===== config.mk =====
export PLATFORM = sky130hd
export DESIGN_NAME = data_port_arbiter_flat
export DESIGN_NICKNAME = d
export VERILOG_FILES = /design/src/rtl/data_port_arbiter_if.sv /design/src/rtl/data_port_arbiter.sv /design/src/flat_wrapper.sv
export SDC_FILE = /design/constraint.sdc
export NUM_CORES = 1
export LEC_CHECK = 0
export CORE_AREA = 2 2 124 126
export CTS_BUF_LIST = sky130_fd_sc_hd__clkbuf_2 sky130_fd_sc_hd__clkbuf_4 sky130_fd_sc_hd__clkbuf_8
export DETAILED_ROUTE_END_ITERATION = 7
export DIE_AREA = 0 0 126 128
export HOLD_SLACK_MARGIN = 0.06
export PLACE_DENSITY = 0.68
export SLEW_MARGIN = 40
export SYNTH_ARGS = -nofsm -noshare
export SYNTH_HDL_FRONTEND = slang
export SYNTH_SLANG_ARGS = --single-unit

===== constraint.sdc =====
create_clock -name clk -period 3 [get_ports clk]
set_input_delay 0.6 -clock clk [delete_from_list [all_inputs] [get_ports clk]]
set_output_delay 0.6 -clock clk [all_outputs]
set_load 0.05 [all_outputs]

===== src/rtl/data_port_arbiter_if.sv =====
// Bundle of the two processor data ports, the shared downstream data
// port and the arbiter status outputs.
interface data_port_arbiter_if #(
    parameter int MAX_OUTSTANDING = 4
);
    localparam int CW = $clog2(MAX_OUTSTANDING) + 1;

    logic          data_req_1;
    logic          data_write_enable_1;
    logic [3:0]    data_be_1;
    logic [31:0]   data_addr_1;
    logic [31:0]   data_write_1;
    logic          data_gnt_1;
    logic          data_r_valid_1;
    logic [31:0]   data_read_1;

    logic          data_req_2;
    logic          data_write_enable_2;
    logic [3:0]    data_be_2;
    logic [31:0]   data_addr_2;
    logic [31:0]   data_write_2;
    logic          data_gnt_2;
    logic          data_r_valid_2;
    logic [31:0]   data_read_2;

    logic          data_req;
    logic          data_write_enable;
    logic [3:0]    data_be;
    logic [31:0]   data_addr;
    logic [31:0]   data_write;
    logic          data_gnt;
    logic          data_r_valid;
    logic [31:0]   data_read;

    logic [CW-1:0] outstanding;
    logic          err_spurious;

    modport slave (
        input  data_req_1, data_write_enable_1, data_be_1,
        input  data_addr_1, data_write_1,
        output data_gnt_1, data_r_valid_1, data_read_1,
        input  data_req_2, data_write_enable_2, data_be_2,
        input  data_addr_2, data_write_2,
        output data_gnt_2, data_r_valid_2, data_read_2,
        output data_req, data_write_enable, data_be,
        output data_addr, data_write,
        input  data_gnt, data_r_valid, data_read,
        output outstanding, err_spurious
    );

    modport master (
        output data_req_1, data_write_enable_1, data_be_1,
        output data_addr_1, data_write_1,
        input  data_gnt_1, data_r_valid_1, data_read_1,
        output data_req_2, data_write_enable_2, data_be_2,
        output data_addr_2, data_write_2,
        input  data_gnt_2, data_r_valid_2, data_read_2,
        input  data_req, data_write_enable, data_be,
        input  data_addr, data_write,
        output data_gnt, data_r_valid, data_read,
        input  outstanding, err_spurious
    );
endinterface


===== src/rtl/data_port_arbiter.sv =====
// Round-robin arbiter sharing one data memory port between two
// processors, with an in-order owner FIFO for response routing.
module data_port_arbiter #(
    parameter int MAX_OUTSTANDING = 4
) (
    input  logic                clk,
    input  logic                res,
    data_port_arbiter_if.slave  bus
);
    localparam int AW = $clog2(MAX_OUTSTANDING);
    localparam int CW = AW + 1;
    localparam logic [CW-1:0] FULL_CNT = CW'(MAX_OUTSTANDING);

    // id 0 is processor 1, id 1 is processor 2
    logic          prio;
    logic          hold_valid;
    logic          hold_id;
    logic          owner_q [MAX_OUTSTANDING];
    logic [AW-1:0] rd_ptr;
    logic [AW-1:0] wr_ptr;
    logic [CW-1:0] count;
    logic          err_q;

    logic sel;
    logic full;
    logic req_out;
    logic accept;
    logic pop;
    logic head;

    always_comb begin
        sel = prio;
        if (hold_valid)
            sel = hold_id;
        else if (bus.data_req_1 != bus.data_req_2)
            sel = bus.data_req_2;
    end

    assign full    = (count == FULL_CNT);
    assign req_out = (bus.data_req_1 | bus.data_req_2 | hold_valid) & ~full;
    assign accept  = req_out & bus.data_gnt;
    assign pop     = bus.data_r_valid & (count != '0);
    assign head    = owner_q[rd_ptr];

    assign bus.data_req   = req_out;
    assign bus.data_gnt_1 = accept & ~sel;
    assign bus.data_gnt_2 = accept & sel;

    always_comb begin
        bus.data_write_enable = 1'b0;
        bus.data_be           = '0;
        bus.data_addr         = '0;
        bus.data_write        = '0;
        if (req_out) begin
            if (sel) begin
                bus.data_write_enable = bus.data_write_enable_2;
                bus.data_be           = bus.data_be_2;
                bus.data_addr         = bus.data_addr_2;
                bus.data_write        = bus.data_write_2;
            end else begin
                bus.data_write_enable = bus.data_write_enable_1;
                bus.data_be           = bus.data_be_1;
                bus.data_addr         = bus.data_addr_1;
                bus.data_write        = bus.data_write_1;
            end
        end
    end

    assign bus.data_r_valid_1 = pop & ~head;
    assign bus.data_r_valid_2 = pop & head;
    assign bus.data_read_1    = (pop & ~head) ? bus.data_read : '0;
    assign bus.data_read_2    = (pop & head) ? bus.data_read : '0;
    assign bus.outstanding    = count;
    assign bus.err_spurious   = err_q;

    always_ff @(posedge clk) begin
        if (accept)
            owner_q[wr_ptr] <= sel;
    end

    always_ff @(posedge clk) begin
        if (res) begin
            prio       <= 1'b0;
            hold_valid <= 1'b0;
            hold_id    <= 1'b0;
            rd_ptr     <= '0;
            wr_ptr     <= '0;
            count      <= '0;
            err_q      <= 1'b0;
        end else begin
            if (accept) begin
                wr_ptr     <= wr_ptr + 1'b1;
                prio       <= ~sel;
                hold_valid <= 1'b0;
            end else if (req_out) begin
                // stalled downstream: lock selection until granted
                hold_valid <= 1'b1;
                hold_id    <= sel;
            end
            if (pop)
                rd_ptr <= rd_ptr + 1'b1;
            if (accept && !pop)
                count <= count + 1'b1;
            else if (!accept && pop)
                count <= count - 1'b1;
            if (bus.data_r_valid && count == '0)
                err_q <= 1'b1;
        end
    end
endmodule


===== src/flat_wrapper.sv =====
// flat-port wrapper written by rule: the top's interface ports become plain ports
module data_port_arbiter_flat 
#(
    parameter int MAX_OUTSTANDING = 4
)
  (clk, res, bus_data_req_1, bus_data_write_enable_1, bus_data_be_1, bus_data_addr_1, bus_data_write_1, bus_data_gnt_1, bus_data_r_valid_1, bus_data_read_1, bus_data_req_2, bus_data_write_enable_2, bus_data_be_2, bus_data_addr_2, bus_data_write_2, bus_data_gnt_2, bus_data_r_valid_2, bus_data_read_2, bus_data_req, bus_data_write_enable, bus_data_be, bus_data_addr, bus_data_write, bus_data_gnt, bus_data_r_valid, bus_data_read, bus_outstanding, bus_err_spurious);
  data_port_arbiter_if #(.MAX_OUTSTANDING(MAX_OUTSTANDING)) bus_i ();
  input  logic clk;
  input  logic res;
  input wire logic [$bits(bus_i.data_req_1)-1:0] bus_data_req_1;
  input wire logic [$bits(bus_i.data_write_enable_1)-1:0] bus_data_write_enable_1;
  input wire logic [$bits(bus_i.data_be_1)-1:0] bus_data_be_1;
  input wire logic [$bits(bus_i.data_addr_1)-1:0] bus_data_addr_1;
  input wire logic [$bits(bus_i.data_write_1)-1:0] bus_data_write_1;
  output wire logic [$bits(bus_i.data_gnt_1)-1:0] bus_data_gnt_1;
  output wire logic [$bits(bus_i.data_r_valid_1)-1:0] bus_data_r_valid_1;
  output wire logic [$bits(bus_i.data_read_1)-1:0] bus_data_read_1;
  input wire logic [$bits(bus_i.data_req_2)-1:0] bus_data_req_2;
  input wire logic [$bits(bus_i.data_write_enable_2)-1:0] bus_data_write_enable_2;
  input wire logic [$bits(bus_i.data_be_2)-1:0] bus_data_be_2;
  input wire logic [$bits(bus_i.data_addr_2)-1:0] bus_data_addr_2;
  input wire logic [$bits(bus_i.data_write_2)-1:0] bus_data_write_2;
  output wire logic [$bits(bus_i.data_gnt_2)-1:0] bus_data_gnt_2;
  output wire logic [$bits(bus_i.data_r_valid_2)-1:0] bus_data_r_valid_2;
  output wire logic [$bits(bus_i.data_read_2)-1:0] bus_data_read_2;
  output wire logic [$bits(bus_i.data_req)-1:0] bus_data_req;
  output wire logic [$bits(bus_i.data_write_enable)-1:0] bus_data_write_enable;
  output wire logic [$bits(bus_i.data_be)-1:0] bus_data_be;
  output wire logic [$bits(bus_i.data_addr)-1:0] bus_data_addr;
  output wire logic [$bits(bus_i.data_write)-1:0] bus_data_write;
  input wire logic [$bits(bus_i.data_gnt)-1:0] bus_data_gnt;
  input wire logic [$bits(bus_i.data_r_valid)-1:0] bus_data_r_valid;
  input wire logic [$bits(bus_i.data_read)-1:0] bus_data_read;
  output wire logic [$bits(bus_i.outstanding)-1:0] bus_outstanding;
  output wire logic [$bits(bus_i.err_spurious)-1:0] bus_err_spurious;
  assign bus_i.data_req_1 = bus_data_req_1;
  assign bus_i.data_write_enable_1 = bus_data_write_enable_1;
  assign bus_i.data_be_1 = bus_data_be_1;
  assign bus_i.data_addr_1 = bus_data_addr_1;
  assign bus_i.data_write_1 = bus_data_write_1;
  assign bus_data_gnt_1 = bus_i.data_gnt_1;
  assign bus_data_r_valid_1 = bus_i.data_r_valid_1;
  assign bus_data_read_1 = bus_i.data_read_1;
  assign bus_i.data_req_2 = bus_data_req_2;
  assign bus_i.data_write_enable_2 = bus_data_write_enable_2;
  assign bus_i.data_be_2 = bus_data_be_2;
  assign bus_i.data_addr_2 = bus_data_addr_2;
  assign bus_i.data_write_2 = bus_data_write_2;
  assign bus_data_gnt_2 = bus_i.data_gnt_2;
  assign bus_data_r_valid_2 = bus_i.data_r_valid_2;
  assign bus_data_read_2 = bus_i.data_read_2;
  assign bus_data_req = bus_i.data_req;
  assign bus_data_write_enable = bus_i.data_write_enable;
  assign bus_data_be = bus_i.data_be;
  assign bus_data_addr = bus_i.data_addr;
  assign bus_data_write = bus_i.data_write;
  assign bus_i.data_gnt = bus_data_gnt;
  assign bus_i.data_r_valid = bus_data_r_valid;
  assign bus_i.data_read = bus_data_read;
  assign bus_outstanding = bus_i.outstanding;
  assign bus_err_spurious = bus_i.err_spurious;
  data_port_arbiter #(.MAX_OUTSTANDING(MAX_OUTSTANDING)) u_core (.clk(clk), .res(res), .bus(bus_i));
endmodule

Word-level counts from Yosys, hierarchy flattened
Memory sizes are Yosys's and may differ from the RTL's. A register that Yosys moved wholly into a read port is not among the register bits.
Cells that the tools add are included.
Word-level totals
  input bits: 176
  flip-flop bits (word level): 11
  memory bits (writable): 4
  memories: 1
  word-level logic and storage cells: 55
  output and inout bits: 142
Memories
  u_core.owner_q: words 4, bits a word 1, rd ports 1, clocked after memory_dff 1, write ports 1, line data_port_arbiter.sv:18  | logic owner_q [MAX_OUTSTANDING];
Operators by class
  equality and inequality tests: 2
  reduce and logical (&&, ||, !) cells: 10
  add/sub/neg operators: 4
  bitwise operators: 13
  multiplexer cells: 18
Operator list (number)
  two-way mux 32 bit: 6
  two-way mux 4 bit: 2
  AND 1 bit: 7
  two-way mux 1 bit: 6
  two-way mux 3 bit: 2
  adder 2 x 1 -> 2 bit (second input constant): 2
  two-way mux 2 bit: 2
  NOT 1 bit: 4
  adder 3 x 1 -> 3 bit (second input constant): 1
  equality test 3 bit (second input constant): 1
  logical AND 1 bit: 3
  logical NOT 3 bit: 1
  nonzero test 3 bit: 1
  subtractor 3 x 1 -> 3 bit (second input constant): 1
  logical NOT 1 bit: 2
  bitwise OR 1 bit: 2
  AND reduction 2 bit: 1
  nonzero test 2 bit: 1
  OR reduction 2 bit: 1
  != test 1 bit: 1

Longest topological paths before layout
  word-level depth: 8
  depth in mapped cells: 10
  mapped depth without buffers: 10

Least setup slack after synthesis
OpenSTA, ideal clock, no wires.
  path type: input -> output
  start: input bus_data_req_2
  end: output bus_data_gnt_1
  cell stages on the path: 7
  path buffers: 2
  slack: -260 ps
  required time: 2400 ps
  arrival: 2660 ps
  path through: inv_1 > ha_1 > mux2i_2 > buf_6 > buf_12 > a21oi_2 > nor3_1
Between the ends
  longest elaborated chain between the ends: 5
  elaborated cells on any way between the ends: 9
  classes of those cells: eq/ne (1); mux (2); bitwise (6)
Ends and longest elaborated chain
  start, declared: line flat_wrapper.sv:18  | input wire logic [$bits(bus_i.data_req_2)-1:0] bus_data_req_2;
  != test 1 bit: line data_port_arbiter.sv:35  | else if (bus.data_req_1 != bus.data_req_2)
  two-way mux 1 bit *: line data_port_arbiter.sv:35
  two-way mux 1 bit *: line data_port_arbiter.sv:33  | if (hold_valid)
  net u_core.sel: line data_port_arbiter.sv:24  | logic sel;
  NOT 1 bit *: line data_port_arbiter.sv:46  | assign bus.data_gnt_1 = accept & ~sel;
  AND 1 bit *: line data_port_arbiter.sv:46
  end, declared: line flat_wrapper.sv:15  | output wire logic [$bits(bus_i.data_gnt_1)-1:0] bus_data_gnt_1;
Mark *: on every way through the listed nets, which the timed path passes. The rest lies on a longest branch.

Worst setup path after layout
  start: input bus_data_req_1
  end: output bus_data_addr[8]
Between the ends
  longest elaborated chain between the ends: 5
  elaborated cells on any way between the ends: 8
  classes of those cells: eq/ne (1); mux (4); bitwise (3)
Ends and longest elaborated chain
  start, declared: line flat_wrapper.sv:10  | input wire logic [$bits(bus_i.data_req_1)-1:0] bus_data_req_1;
  != test 1 bit: line data_port_arbiter.sv:35
  two-way mux 1 bit: line data_port_arbiter.sv:35
  two-way mux 1 bit: line data_port_arbiter.sv:33
  two-way mux 32 bit: line data_port_arbiter.sv:55  | if (sel) begin
  two-way mux 32 bit *: line data_port_arbiter.sv:54  | if (req_out) begin
  end, declared: line flat_wrapper.sv:29  | output wire logic [$bits(bus_i.data_addr)-1:0] bus_data_addr;
Every way passes the cells marked *; elsewhere a longest branch is shown, timed or not.

==> impl_metrics.json <==
{
  "run_status": "completed",
  "grt_most_used_layer": "met2",
  "final.hold.worst_slack_ns": 0.483,
  "chipHeight_um": 128,
  "num_vias": 5636,
  "powerDensity_nw_per_um2": 741,
  "yosysSeqAreaShare_pct": 9.43,
  "hpwlAfterDp_mm": 15.0,
  "fp-row-count": 45,
  "global_route.overflow_total": 0,
  "detail_route.drc_violations": 0,
  "worst_ep_required_time_ns": 2.40,
  "total_leakage_power_nw": 3.73,
  "worst_ir_drop_vdd_mv": 0.491,
  "clk-insertion-delay-late_ns": 0.25,
  "synth_nets": 676,
  "maxSlewViolCount": 0,
  "clock-sinks": 17,
  "relSlewSlack_pct": 53.2,
  "m3_gr_usage_pct": 5.26,
  "postPlaceCellArea_um2": 9070,
  "finalCritPeriodShare_pct": 98.1,
  "synth_area_per_cell_um2": 8.18,
  "skew_ns": 0.000982,
  "clock_tree_from_tritoncts": "yes",
  "hold_path.class": "reg -> reg",
  "drt-wirelength-per-cell_um": 21.2,
  "ff_latch_area_um2": 382,
  "syn-instance-count": 493,
  "timing.critical_path.arrival_ns": 2.34,
  "grt_start_max_net_pins": 71,
  "grt_antenna_before_repair": 1,
  "placed_cells_incl_taps": 962,
  "top_ports": 318,
  "gr-usage-met1_pct": 25.9,
  "final_cell_count_no_fill": 995,
  "initial_core_util_pct": 27.1,
  "clock_tree.htree_level_count": 1,
  "grt_pass1_wl_mm": 32.4,
  "post_synth_num_cell_types": 43,
  "layout.cells.most_common": "sky130_fd_sc_hd__clkdlybuf4s50_1",
  "clk_pin_slew_ns": 0.07,
  "setup_violating_endpoint_count_in_the_final_report": 0,
  "final_area_um2": 9900,
  "port_buffers": 317,
  "cts_buffers": 3,
  "first_pass_iters": 5,
  "end_kind": "output pin",
  "critPathLaunchType": "input port",
  "cts_buffer_depth": 2,
  "via_per_inst": 5.66,
  "timing.setup.critical_path_class": "in -> out",
  "globalRouteTotalUtil_pct": 24.7,
  "netlist_area_um2": 4030,
  "cts_root_buf": "sky130_fd_sc_hd__clkbuf_8",
  "routing_usage_on_met2_pct": 46.1,
  "syn2layout_area_growth_pct": 145,
  "ys.warnings.count": 0,
  "synth_async_sr_flop_share_pct": 0,
  "finalNetCount": 990,
  "dieWidth_um": 126,
  "cap_viol_max_count": 0,
  "multi_input_comb_area_um2": 3940,
  "postSynth.topFlopCell": "sky130_fd_sc_hd__dfxtp_1",
  "first_global_vias": 6066,
  "post_route_cells_drive_above_1_share_pct": 49.0,
  "finish.utilization_pct": 66.6,
  "report.final.hold_viol_count": 0,
  "core_region_area_um2": 14900,
  "holdBufCountCts": 0,
  "design.die.area_um2": 16100,
  "seq_cells_post_synth": 17,
  "most-common-layout-cells": "sky130_fd_sc_hd__clkdlybuf4s50_1, sky130_fd_sc_hd__buf_12, sky130_fd_sc_hd__a22oi_1, sky130_fd_sc_hd__and3_1, sky130_fd_sc_hd__nand3_2",
  "initialDrtViolationCount": 254,
  "worstMarginPinSlew_ns": 0.688,
  "setup-tns-final_ns": 0,
  "upper_clock_frequency_limit_ghz": 0.340,
  "gp_routability_congestion": 0.872,
  "synth-edff-count": 4,
  "final_antenna_net_count": 0,
  "route.final.wire_length_mm": 21.1,
  "fill_cells": 1079,
  "critical_path.max_fanout": 6,
  "tmin_final_ns": 2.94
}
## cell families after synthesis
logic type	share of synthesized area [%]
AO/OA/AOI/OAI	29.4
multiplexers	1.61
flip-flops	9.43
AND/OR/NAND/NOR	44.7
buffers and inverters	11.7
adder cells (fa/ha/maj)	2.36
XOR/XNOR	0.869
## per-stage QoR
stage | setup WS, ns | total power, mW
2_1_floorplan | 0.104 | 3.76
3_3_place_gp | -0.433 | 6.58
3_5_place_dp | -0.453 | 6.68
4_1_cts | 0.0192 | 7.34
5_1_grt | -0.00427 | 7.61
6_report | 0.0569 | 7.33
## worst paths after layout
check,cells after the start,from,to,slack (ns)
worst max-delay path,9,bus_data_req_1,bus_data_addr[8],0.06
worst min-delay path,2,u_core.bus.err_spurious,u_core.bus.err_spurious,0.48
worst min register to register,2,u_core.bus.err_spurious,u_core.bus.err_spurious,0.48
worst max register to register,8,u_core.hold_valid,u_core.bus.outstanding[2],0.74
## worst max-delay path, cell delays in order
cell                      delay [ns]
sky130_fd_sc_hd__buf_6          0.09
sky130_fd_sc_hd__inv_2          0.05
sky130_fd_sc_hd__ha_4           0.21
sky130_fd_sc_hd__buf_4          0.15
sky130_fd_sc_hd__mux2i_4        0.22
sky130_fd_sc_hd__buf_2          0.19
sky130_fd_sc_hd__or3b_2         0.46
sky130_fd_sc_hd__a31oi_2        0.20
sky130_fd_sc_hd__buf_12         0.17
## report_power, final
| part | internal [mW] | switching [mW] | leakage, nW |
|---|---|---|---|
| registers | 0.294 | 0.0801 | 0.144 |
| clock network | 0.0922 | 0.0811 | 0.0255 |
| logic | 3.10 | 3.68 | 3.56 |
## synth_stat cells, drive strengths merged, types with 2 or more instances
library cell	n	area [um^2]
edfxtp	4	120
inv	9	33.8
buf	35	314
xor2	3	26.3
nor3	3	20.0
a21oi	5	28.8
a22oi	69	518
dfxtp	13	260
nand4	2	12.5
and2	6	37.5
o31ai	2	15.0
nand3	69	641
ha	6	75.1
nor2b	2	12.5
a211oi	2	15.0
or3b	70	613
nor2	9	33.8
mux2i	5	53.8
and3	64	400
clkbuf	33	124
a31oi	71	569
## what timing repair did
action                                  CTS  global route
endpoints found under the setup margin   71             4
gates cloned                              8             0
buffers inserted                         22             0
gates resized for setup                  92             2
pin swaps                                37             3
## final cells by class
cell class / instances / area share [%]
Antenna cell: 1 / 0.0253
Clock buffer: 3 / 0.417
Clock inverter: 1 / 0.0506
Inverter: 9 / 0.354
Multi-Input combinational cell: 400 / 39.8
Sequential cell: 17 / 3.86
Tap cell: 188 / 2.38
Timing Repair Buffer: 376 / 53.2
## routing by layer
metal	vias to the layer above	part of all wire, %	wire length, um
met5	-	0	0
met1	2678	35	7410
met3	68	7.5	1590
li1	2585	-	-
met4	0	4.7	992
met2	305	53	11100
Note: power is estimated with default switching activity, not from simulation.
